--- config.mk ---
export PLATFORM = sky130hd
export DESIGN_NAME = if_stage
export DESIGN_NICKNAME = d
export VERILOG_FILES = /design/src/rtl/if_stage_pkg.sv /design/src/rtl/if_stage_icache.sv /design/src/rtl/if_stage.sv
export SDC_FILE = /design/constraint.sdc
export NUM_CORES = 1
export LEC_CHECK = 0
export BUFFER_PORTS_ARGS = -buffer_cell sky130_fd_sc_hd__buf_2
export CAP_MARGIN = 20
export CORE_UTILIZATION = 50
export CTS_CLUSTER_DIAMETER = 100
export DETAILED_ROUTE_END_ITERATION = 8
export PLACE_DENSITY = 0.76
export REMOVE_ABC_BUFFERS = 1
export SLEW_MARGIN = 20
export SYNTH_ARGS = -nofsm -noshare
export SYNTH_HDL_FRONTEND = slang
export SYNTH_SLANG_ARGS = --single-unit
--- constraint.sdc ---
create_clock -name clk_in -period 5.3 [get_ports clk_in]
set_clock_uncertainty 0.15 [all_clocks]
set_input_delay 0.795 -clock clk_in [delete_from_list [all_inputs] [get_ports clk_in]]
set_output_delay 0.795 -clock clk_in [all_outputs]
set_load 0.01 [all_outputs]
--- src/rtl/if_stage_pkg.sv ---
// Shared definitions for the instruction-fetch stage: bus widths, FSM encodings
// and the ICACHE_EN-dependent cache geometry, plus PC helper functions.
package if_stage_pkg;

  localparam int INST_ADDR_W = 32;
  localparam int INST_DATA_W = 32;
  localparam int PC_WORD_W   = INST_ADDR_W - 2;

  localparam logic [1:0] ST_IDLE     = 2'd0;
  localparam logic [1:0] ST_WAIT_MEM = 2'd1;
  localparam logic [1:0] ST_DISCARD  = 2'd2;

`ifdef ICACHE_EN
  localparam int ICACHE_IDX_W = 6;
  localparam int ICACHE_TAG_W = PC_WORD_W - ICACHE_IDX_W;
  localparam int ICACHE_DEPTH = 64;
`endif

  // Word-align a redirect target; the two low bits are never honoured.
  function automatic logic [INST_ADDR_W-1:0] pc_align(input logic [INST_ADDR_W-1:0] addr);
    pc_align = {addr[INST_ADDR_W-1:2], 2'b00};
  endfunction

  function automatic logic [INST_ADDR_W-1:0] pc_next(input logic [INST_ADDR_W-1:0] pc);
    pc_next = pc + 32'd4;
  endfunction

endpackage

--- src/rtl/if_stage_icache.sv ---
// Direct-mapped instruction cache, one word per line; only built with ICACHE_EN.
// Lookup is combinational on a word address, fills are written on the clock edge.
`ifdef ICACHE_EN
module icache
  import if_stage_pkg::*;
(
  input  logic                   i_clk,
  input  logic                   i_rst_n,
  input  logic [PC_WORD_W-1:0]   i_lookup_addr,
  output logic                   o_hit,
  output logic [INST_DATA_W-1:0] o_word,
  input  logic                   i_fill_en,
  input  logic [PC_WORD_W-1:0]   i_fill_addr,
  input  logic [INST_DATA_W-1:0] i_fill_data
);

  logic [ICACHE_DEPTH-1:0] r_valid;
  logic [ICACHE_TAG_W-1:0] r_tag  [ICACHE_DEPTH];
  logic [INST_DATA_W-1:0]  r_data [ICACHE_DEPTH];

  logic [ICACHE_IDX_W-1:0] w_lookup_idx;
  logic [ICACHE_TAG_W-1:0] w_lookup_tag;
  logic [ICACHE_IDX_W-1:0] w_fill_idx;

  assign w_lookup_idx = i_lookup_addr[ICACHE_IDX_W-1:0];
  assign w_lookup_tag = i_lookup_addr[PC_WORD_W-1:ICACHE_IDX_W];
  assign w_fill_idx   = i_fill_addr[ICACHE_IDX_W-1:0];

  // Only the valid bits need clearing; tag/data are qualified by them.
  always_ff @(posedge i_clk) begin
    if (!i_rst_n) begin
      r_valid <= {ICACHE_DEPTH{1'b0}};
    end else if (i_fill_en) begin
      r_valid[w_fill_idx] <= 1'b1;
    end else begin
      r_valid <= r_valid;
    end
  end

  always_ff @(posedge i_clk) begin
    if (i_fill_en) begin
      r_tag[w_fill_idx]  <= i_fill_addr[PC_WORD_W-1:ICACHE_IDX_W];
      r_data[w_fill_idx] <= i_fill_data;
    end
  end

  assign o_hit  = r_valid[w_lookup_idx] && (r_tag[w_lookup_idx] == w_lookup_tag);
  assign o_word = r_data[w_lookup_idx];

endmodule
`endif

--- src/rtl/if_stage.sv ---
// Instruction-fetch stage: PC sequencing, one-entry output slot and memory
// request FSM (IDLE/WAIT_MEM/DISCARD). Optional cache enabled by ICACHE_EN.
module if_stage
  import if_stage_pkg::*;
(
  input  logic                   clk_in,
  input  logic                   rst_in,
  input  logic                   rdy_in,
  input  logic                   stall_in,
  input  logic                   jump_flag,
  input  logic [INST_ADDR_W-1:0] jump_target,
  output logic                   fetch_req,
  output logic [INST_ADDR_W-1:0] fetch_addr,
  input  logic                   fetch_done,
  input  logic [INST_DATA_W-1:0] fetch_data,
  output logic [INST_ADDR_W-1:0] pc_out,
  output logic [INST_DATA_W-1:0] instr_out,
  output logic                   instr_valid
);

  logic [1:0]             r_state;
  logic [INST_ADDR_W-1:0] r_pc;
  logic                   r_fetch_req;
  logic [INST_ADDR_W-1:0] r_fetch_addr;
  logic [INST_ADDR_W-1:0] r_pc_out;
  logic [INST_DATA_W-1:0] r_instr_out;
  logic                   r_instr_valid;

  logic                   w_slot_free;
  logic                   w_hit;
  logic [INST_DATA_W-1:0] w_hit_word;

  // Slot can take a new word when empty or drained this edge (rdy_in gated in the FSM).
  assign w_slot_free = !r_instr_valid || !stall_in;

`ifdef ICACHE_EN
  logic w_fill_en;

  assign w_fill_en = rst_in && rdy_in && fetch_done && (r_state != ST_IDLE);

  icache u_icache (
    .i_clk         (clk_in),
    .i_rst_n       (rst_in),
    .i_lookup_addr (r_pc[INST_ADDR_W-1:2]),
    .o_hit         (w_hit),
    .o_word        (w_hit_word),
    .i_fill_en     (w_fill_en),
    .i_fill_addr   (r_fetch_addr[INST_ADDR_W-1:2]),
    .i_fill_data   (fetch_data)
  );
`else
  assign w_hit      = 1'b0;
  assign w_hit_word = {INST_DATA_W{1'b0}};
`endif

  // Fetch FSM; a redirect wins over everything except reset and a low rdy_in.
  always_ff @(posedge clk_in) begin
    if (!rst_in) begin
      r_state       <= ST_IDLE;
      r_pc          <= {INST_ADDR_W{1'b0}};
      r_fetch_req   <= 1'b0;
      r_fetch_addr  <= {INST_ADDR_W{1'b0}};
      r_pc_out      <= {INST_ADDR_W{1'b0}};
      r_instr_out   <= {INST_DATA_W{1'b0}};
      r_instr_valid <= 1'b0;
    end else if (rdy_in) begin
      case (r_state)
        ST_IDLE: begin
          if (jump_flag) begin
            r_pc          <= pc_align(jump_target);
            r_instr_valid <= 1'b0;
          end else if (w_slot_free) begin
            if (w_hit) begin
              r_pc_out      <= r_pc;
              r_instr_out   <= w_hit_word;
              r_instr_valid <= 1'b1;
              r_pc          <= pc_next(r_pc);
            end else begin
              r_fetch_req   <= 1'b1;
              r_fetch_addr  <= r_pc;
              r_instr_valid <= 1'b0;
              r_state       <= ST_WAIT_MEM;
            end
          end
        end
        ST_WAIT_MEM: begin
          if (fetch_done) begin
            r_fetch_req <= 1'b0;
            r_state     <= ST_IDLE;
            if (jump_flag) begin
              r_pc          <= pc_align(jump_target);
              r_instr_valid <= 1'b0;
            end else begin
              r_pc_out      <= r_fetch_addr;
              r_instr_out   <= fetch_data;
              r_instr_valid <= 1'b1;
              r_pc          <= pc_next(r_fetch_addr);
            end
          end else if (jump_flag) begin
            // The memory cannot abort, so keep requesting and drop the reply later.
            r_pc          <= pc_align(jump_target);
            r_instr_valid <= 1'b0;
            r_state       <= ST_DISCARD;
          end
        end
        ST_DISCARD: begin
          if (fetch_done) begin
            r_fetch_req <= 1'b0;
            r_state     <= ST_IDLE;
          end
          if (jump_flag) begin
            r_pc <= pc_align(jump_target);
          end
        end
        default: begin
          r_state       <= ST_IDLE;
          r_fetch_req   <= 1'b0;
          r_instr_valid <= 1'b0;
        end
      endcase
    end
  end

  assign fetch_req   = r_fetch_req;
  assign fetch_addr  = r_fetch_addr;
  assign pc_out      = r_pc_out;
  assign instr_out   = r_instr_out;
  assign instr_valid = r_instr_valid;

endmodule

---- After elaboration in Yosys (flattened, before gate mapping) ----
Index checks and enable logic that the tools add are counted.
cells by class
  shifts and indexed selects .............. 0
  multipliers ............................. 0
  bitwise gates (word level) .............. 2
  $lt $le $gt $ge ......................... 0
  equality and inequality tests ........... 8
  reduce and logical (&&, ||, !) cells .... 13
  $add $sub $neg .......................... 1
  divide/modulo/power cells ............... 0
  mux-type cells .......................... 20
operator list
  operator                                                                  number
  32-bit 2-to-1 mux                                                         3
  32-bit case mux with 2 select lines                                       1
  32-bit by 3-bit adder with 32-bit output (second input constant)          1
  4-bit AND reduction                                                       4
  2-bit 2-to-1 mux                                                          5
  1-bit 2-to-1 mux                                                          8
  2-bit inequality test (second input constant)                             3
  3-bit inequality test (second input constant)                             2
  2-bit case mux with 3 select lines                                        1
  5-bit AND reduction                                                       1
  2-bit OR reduction                                                        2
  1-bit case mux with 3 select lines                                        1
  2-bit by 1-bit == test with 1-bit output (second input constant)          1
  2-bit == test (second input constant)                                     1
  1-bit zero test                                                           2
  2-bit zero test                                                           1
  2-bit by 1-bit inequality test with 1-bit output (second input constant)  1
  1-bit NOT                                                                 2
  1-bit case mux with 2 select lines                                        1
  2-bit AND reduction                                                       1
  2-bit nonzero test                                                        1
  1-bit logical OR                                                          1
storage, ports and cells
  memory bits (read-only) ................. 0
  flip-flop bits (word level) ............. 132
  bits in writable memories ............... 0
  bits of input ports ..................... 70
  memories ................................ 0
  bits in latches ......................... 0

---- Logic depth before layout (Yosys ltp) ----
Gate-level depths: netlist (run 1).
  depth after elaboration ................. 5
  depth in mapped cells ................... 7
  mapped depth without buffers ............ 6

---- Least setup slack after synthesis (run 1) ----
Ideal clock, no wire load.
  kind .................................... input to register
  start point ............................. in rdy_in
  end point ............................... reg r_pc[22]
  required time ........................... 5071 ps
  setup time .............................. 79 ps
  path slack .............................. 2865 ps
  stages on the path ...................... 5
  data arrival time ....................... 2206 ps
  cell sequence ........................... clkbuf_1 nor3b_1 nand3_1 or4_1 o211ai_1
on the way
  cells in the longest elaborated chain, start to end .. 1
ends and longest elaborated chain
  item                                  line            source
  from (decl)                           if_stage.sv:8   input logic rdy_in,
  2-bit AND reduction (no source line)  --
  to (signal assigned)                  if_stage.sv:60  r_pc <= {INST_ADDR_W{1'b0}};
  to (signal assigned)                  if_stage.sv:70  r_pc <= pc_align(jump_target);
  to (signal assigned)                  if_stage.sv:77  r_pc <= pc_next(r_pc);
  to (decl)                             if_stage.sv:22  logic [INST_ADDR_W-1:0] r_pc;
No other way between the ends.
A chain may end at the register's enable or synchronous reset.

---- Worst setup path after layout (run 1) ----
  start point ............................. reg r_fetch_addr[9], in the netlist fetch_addr[9]
  end point ............................... reg r_pc[26]
on the way
  cells in the longest elaborated chain, start to end .. 4
ends and longest elaborated chain
  item                                      line                source
  from (decl)                               if_stage.sv:24      logic [INST_ADDR_W-1:0] r_fetch_addr;
  from (signal assigned)                    if_stage.sv:62      r_fetch_addr <= {INST_ADDR_W{1'b0}};
  from (signal assigned)                    if_stage.sv:80      r_fetch_addr <= r_pc;
  32-bit by 3-bit adder with 32-bit output  if_stage_pkg.sv:25  pc_next = pc + 32'd4;
  32-bit 2-to-1 mux                         if_stage.sv:90      if (jump_flag) begin
  32-bit 2-to-1 mux                         if_stage.sv:87      if (fetch_done) begin
  32-bit case mux with 2 select lines       if_stage.sv:67      case (r_state)
  to (signal assigned)                      if_stage.sv:70
  to (signal assigned)                      if_stage.sv:91      r_pc <= pc_align(jump_target);
  to (signal assigned)                      if_stage.sv:97      r_pc <= pc_next(r_fetch_addr);
No other way between the ends.

==> results of run 1 <==
[flip-flops by register name, indices dropped and copies added, names as in the netlist]
signal	cells
r_pc	32
fetch_addr	32
r_state	2
instr_valid	1
pc_out	32
instr_out	32
fetch_req	1
[worst max-delay path by stage]
stage / from / to / slack (ps)
5_1_grt: fetch_addr[9] / r_pc[26] / 2400
3_5_place_dp: fetch_done / r_pc[25] / 2180
6_report: fetch_addr[9] / r_pc[26] / 2520
4_1_cts: r_state[0] / r_pc[25] / 2390
2_1_floorplan: rst_in / instr_valid / 2120
3_3_place_gp: fetch_done / r_pc[25] / 2230
[cell type report]
type,count,area [sq um],area share
timing repair buffer,172,878,0.125
tap,140,175,0.0249
sequential,132,2640,0.376
clock inverter,11,135,0.0192
multi-input combinational,509,2710,0.385
inverter,15,57.6,0.00819
clock buffer,20,435,0.0619
[power by group]
part           leakage [uW]  switching, uW  internal, uW
Clock              0.000280            416           720
Sequential          0.00107           20.8          1020
Combinational       0.00141           96.4          58.4
[per-layer routing]
metal / GRT usage / vias up / share of wire
met2: 0.441 / 238 / 0.48
met5: 0 / - / 0
li1: - / 2760 / -
met1: 0.333 / 2636 / 0.43
met4: 0.121 / 0 / 0.021
met3: 0.0567 / 30 / 0.069
[worst max-delay path, stage by stage (launching register included)]
cell	delay, ps
dfxtp_1	470
nand4_1	520
or4_1	880
or4_1	570
o221ai_1	90
[cells in the mapped netlist, drive strengths merged, types with 2 or more instances]
| library cell | count | area (sq um) |
|---|---|---|
| nand3 | 15 | 75.1 |
| a31oi | 3 | 18.8 |
| a211oi | 6 | 45.0 |
| nor2b | 2 | 12.5 |
| ha | 5 | 62.6 |
| and3b | 2 | 17.5 |
| and4 | 2 | 17.5 |
| a221o | 2 | 20.0 |
| dfxtp | 132 | 2640 |
| nor3 | 13 | 65.1 |
| or4 | 7 | 52.6 |
| o22ai | 3 | 18.8 |
| nand4b | 2 | 17.5 |
| o311a | 2 | 20.0 |
| nor4 | 9 | 56.3 |
| o211ai | 11 | 82.6 |
| a21oi | 110 | 551 |
| a22o | 5 | 43.8 |
| a211o | 4 | 35.0 |
| nand2b | 3 | 18.8 |
| and3 | 4 | 25.0 |
| nor3b | 2 | 15.0 |
| inv | 14 | 52.6 |
| buf | 15 | 66.3 |
| clkbuf | 42 | 158 |
| o21ai | 14 | 70.1 |
| or3 | 5 | 31.3 |
| nand2 | 205 | 769 |
| nand4 | 9 | 56.3 |
| nor2 | 12 | 45.0 |
| a22oi | 12 | 90.1 |
| o221ai | 13 | 114 |
| xnor2 | 13 | 114 |
[cell families after synthesis]
| group | Yosys count | share of synthesized area |
|---|---|---|
| buffers and inverters | 72 | 0.0499 |
| adders and majority gates | 5 | 0.0111 |
| and+or+nand+nor | 297 | 0.236 |
| xor gates and xnor gates | 14 | 0.0218 |
| muxes | 2 | 0.00379 |
| AOI/OAI and AO/OA | 191 | 0.207 |
| DFF | 132 | 0.471 |
[through the flow]
| step | setup slack, ps | utilization | total power, uW |
|---|---|---|---|
| finish | 2520 | 0.646 | 2330 |
| global route | 2400 | 0.646 | 2420 |
| CTS | 2390 | 0.645 | 2340 |
| detailed placement | 2180 | 0.593 | 1210 |
| global placement | 2230 | 0.593 | 1210 |
| floorplan | 2120 | - | 1130 |
==> impl_metrics.yaml, run 1 <==
outcome:
  status: "complete, no violations"
synth:
  synth.yosys.seq_area_share: 0.471
  synth-main-ff-cell: "dfxtp_1"
  synth.ff_latch_count: 132
  yosys.cell_types.count: 50
  ys_async_sr_fraction: 0
  post_synthesis_instance_total: 713
  summed_instance_area_of_the_synthesized_netlist_sq_um: 5620
  syn-mean-instance-area_sq_um: 7.88
  synth-edff-count: 0
  synth-warning-count: 0
floorplan:
  design.die.area_sq_um: 11700
  ios: 168
  placeableCoreArea_sq_um: 10900
  num_rows: 38
  initial_core_util: 0.516
  die_height_um: 108
  die_w_um: 108
setup_path:
  worst_ep_required_time_ps: 5590
  startpoint_type: "register"
  timing.critical_path.to_type: "register"
  timing_worst_setup_path_type: "register to register"
  timing.rr.end: "r_pc[26]"
  reg2reg_from: "fetch_addr[9]"
  rrSetupSlack_ps: 2520
  rr_worst_depth: 4
  crit_arrival_ps: 3070
  critical_path_fanouts_max: 13
route:
  vias: 5664
  routed_via_density: 5.67
  drcViolationCount: 0
  detailedRoute.firstPassIterationCount: 6
  drt.antenna.violating_nets: 0
  wl_per_cell_um: 15.3
  totalWireLength_mm: 15.3
  drt-initial-drc-count: 452
layout:
  syn2layout_area_growth_pct: 25.2
  n_antenna_cell: 0
  mostFrequentLayoutCells: "nand2_1 (205), buf_2 (165), dfxtp_1 (132)"
  num-fill-cells: 955
  final_cell_area_excluding_filler_cells_sq_um: 7030
  fin_nets: 922
  layout-drive-gt1-share: 0.242
  post_layout_nonfiller_instances: 999
  layout_commonest_cell: "nand2_1"
grt:
  initial_antenna_violation_count: 0
  gr_util_all_layers: 0.267
  globalRouteOverflowTotal: 0
  grt_first_pass_wirelength_mm: 24.3
  via_count_of_the_first_global_routing_pass: 5143
  grt_max_degree: 76
placement:
  placedInstanceArea_sq_um: 6450
  gpl.final_weighted_congestion: 0.827
  dp.final_hpwl_mm: 9.95
  dp_cells: 968
  io_buffers: 165
clock_network:
  worstSkewPairLatency_ps: 530
  cts.repair.resized: 0
  cts-buffers-inserted: 17
  post_cts_setup_buffers: 0
  clock_tree_from_tritoncts: "yes"
  clockRootBuffer: "clkbuf_8"
  clock_tree.htree_level_count: 4
  clkTransAtPathRegs_ps: 60
  clk_path_buf_depth: 2
  numClockSinks: 132
  cts_hold_buffers: 0
timing:
  tightest_slew_ps: 786
  minimum_period_implied_by_the_final_worst_setup_slack_ps: 2780
  fmaxAchievable_ghz: 0.360
  hold_ws_ps: 301
  final-max-slew-violation-count: 0
  report.final.hold_viol_count: 0
  fin_tns_setup_ps: 0
  setup_repair_after_global_routing_missed_its_margin: "no"
  finalSetupViolCount: 0
  period_share: 0.524
  slew-limit-headroom: 0.476
worst_hold_path:
  min_delay_worst_endpoint: "pc_out[29]"
  worstHoldStart: "pc_out[29]"
  min_path_type: "register to register"
  worstHoldPathCells: 2
power:
  power.ir.vdd_worst_mv: 0.224
  pwr_density_cell_nw_per_um2: 331
  power.leakage_uw: 0.00276
flow_run:
  drv_cap: 0
(Power assumes the default switching activity.)
==> run 2, diff against run 1 <==
Clock period 5.3 ns to 2.6 ns, I/O delays scaled along.
==> run 2 against run 1 <==
  * Hold slack worse by 270 ps
  * Total power increased by 110%
  * Via count up 3.3%
  * Core utilization increased by 4.6 points
  * Largest power group unchanged
  * Sequential share of layout area decreased by 2.5 points
  * Sequential cell count is the same
  * First-iteration DRC count increased by 11%
  * Largest cell class unchanged
  * Sequential power up 100%
  * Wire length up 5.6%
  * Clock power rose by 120%
==> impl_metrics.yaml, run 2 (synthesized netlist as in run 1, its figures left out) <==
outcome:
  status: "complete, no violations"
placement:
  place_worst_setup_slack_ps: 173
  dp.final_hpwl_mm: 10.5
  placedInstanceArea_sq_um: 6590
  gpl.final_weighted_congestion: 0.894
  io_buffers: 165
setup_path:
  crit_arrival_ps: 2650
  worst_path_cell_chain: "ha_1 > nand3_1 > or4_1 > or4_1 > o221ai_1"
  rr_worst_depth: 5
  slowest_delay_ps: 640
  timing.critical_path.to_type: "register"
  rrSetupSlack_ps: 230
  reg2reg_from: "fetch_addr[3]"
  timing_worst_setup_path_type: "register to register"
  worst_ep_required_time_ps: 2880
  critical_path_fanouts_max: 10
  timing.rr.end: "r_pc[26]"
  startpoint_type: "register"
  slowest_stage: "or4_1"
  critPathMostFrequentCell: "or4_1"
timing:
  period_share: 0.913
  fin_tns_setup_ps: 0
  hold_ws_ps: 31.1
  tightest_slew_ps: 908
  minimum_period_implied_by_the_final_worst_setup_slack_ps: 2370
  finalSetupViolCount: 0
  post-route-worst-setup-slack_ps: 225
  final-max-slew-violation-count: 0
  slew-limit-headroom: 0.395
  fmaxAchievable_ghz: 0.421
  report.final.hold_viol_count: 0
  setup_repair_after_global_routing_missed_its_margin: "no"
clock_network:
  worstSkewPairLatency_ps: 520
  numClockSinks: 132
  clk_path_buf_depth: 2
  post_cts_setup_buffers: 0
  clock_tree_from_tritoncts: "yes"
  cts-buffers-inserted: 17
  clockRootBuffer: "clkbuf_8"
  clkTransAtPathRegs_ps: 60
  clock_tree.htree_level_count: 4
floorplan:
  num_rows: 38
  ios: 168
  placeableCoreArea_sq_um: 10900
  die_w_um: 108
  initial_core_util: 0.516
  die_height_um: 108
  design.die.area_sq_um: 11700
worst_hold_path:
  min_path_type: "input pin to register"
  worstHoldPathCells: 3
  worstHoldStart: "jump_target[22]"
  min_delay_worst_endpoint: "r_pc[22]"
grt:
  initial_antenna_violation_count: 0
  grt_first_pass_wirelength_mm: 25.1
  grt_max_degree: 86
  via_count_of_the_first_global_routing_pass: 5296
  globalRouteOverflowTotal: 0
  gr_util_all_layers: 0.273
route:
  detailedRoute.firstPassIterationCount: 5
  vias: 5851
  drt-initial-drc-count: 503
  wl_per_cell_um: 15.3
  drcViolationCount: 0
  drt.antenna.violating_nets: 0
  routed_via_density: 5.57
  totalWireLength_mm: 16.1
layout:
  fin_nets: 973
  n_antenna_cell: 0
  layout-drive-gt1-share: 0.246
  layout_commonest_cell: "nand2_1"
  mostFrequentLayoutCells: "nand2_1 (205), buf_2 (165), dfxtp_1 (132)"
  syn2layout_area_growth_pct: 34.2
  final_cell_area_excluding_filler_cells_sq_um: 7540
power:
  power.leakage_uw: 0.00300
  pwr_density_cell_nw_per_um2: 660
  power.ir.vdd_worst_mv: 0.446
  switching_fraction: 0.220
  combinationalPowerShare: 0.074
  cellInternalPower_uw: 3880
  p_clk_frac: 0.501
  power_switching_uw: 1100
  totalPowerFinal_uw: 4980
  power.sequential.fraction: 0.425
flow_run:
  drv_cap: 0
==> run 2: worst max path at each step <==
stage	from	to	slack, ps	depth (start not counted)
after floorplan	rst_in	instr_valid	-180	2
after global placement	r_state[0]	r_pc[22]	250	7
after detailed placement	r_state[0]	r_pc[22]	170	7
after CTS	r_state[0]	r_pc[22]	130	7
after global routing	r_state[1]	r_pc[29]	80	7
final	fetch_addr[3]	r_pc[26]	230	5
==> run 2: timing repair <==
| item | 4_1_cts | 5_1_grt |
|---|---|---|
| hold buffers | 33 | 0 |
| endpoints found under the setup margin | 0 | 3 |
| gates resized for setup | 0 | 1 |
| hold endpoints to repair | 33 | 0 |
==> run 2: critical path: cells and delay by family (launching register included) <==
family / cells / cell delay [ps]
and+or+nand+nor: 3 / 1360
DFF: 1 / 410
adders and majority gates: 1 / 270
AOI/OAI and AO/OA: 1 / 100
==> run 2: power groups by stage <==
stage	Clock, uW	Sequential, uW	Combinational [uW]
global placement	0	2150	313
global route	2620	2120	403
detailed placement	0	2160	322
finish	2500	2110	368
floorplan	0	2160	155
CTS	2530	2110	363
==> run 2: cell type report <==
cell class                      count  area [sq um]
Clock buffer                       22           433
Clock inverter                     10           180
Fill cell                         911          3350
Multi-Input combinational cell    509          2700
Timing Repair Buffer              223          1340
Inverter                           15          57.6
Tap cell                          140           175
Sequential cell                   132          2640
==> run 2: layer usage <==
metal | share of wire | global-route usage | routed length, um | vias up
met1 | 0.43 | 0.352 | 6930 | 2697
met5 | 0 | 0 | 0 | -
met3 | 0.074 | 0.0579 | 1190 | 31
met4 | 0.015 | 0.0930 | 240 | 0
li1 | - | - | - | 2864
met2 | 0.48 | 0.454 | 7770 | 259
==> run 2: through the flow <==
| stage | util | instances |
|---|---|---|
| after detailed placement | 0.605 | 986 |
| final | 0.692 | 1051 |
| after global routing | 0.692 | 1051 |
| after global placement | 0.605 | 986 |
| after floorplan | - | 656 |
| after CTS | 0.692 | 1051 |
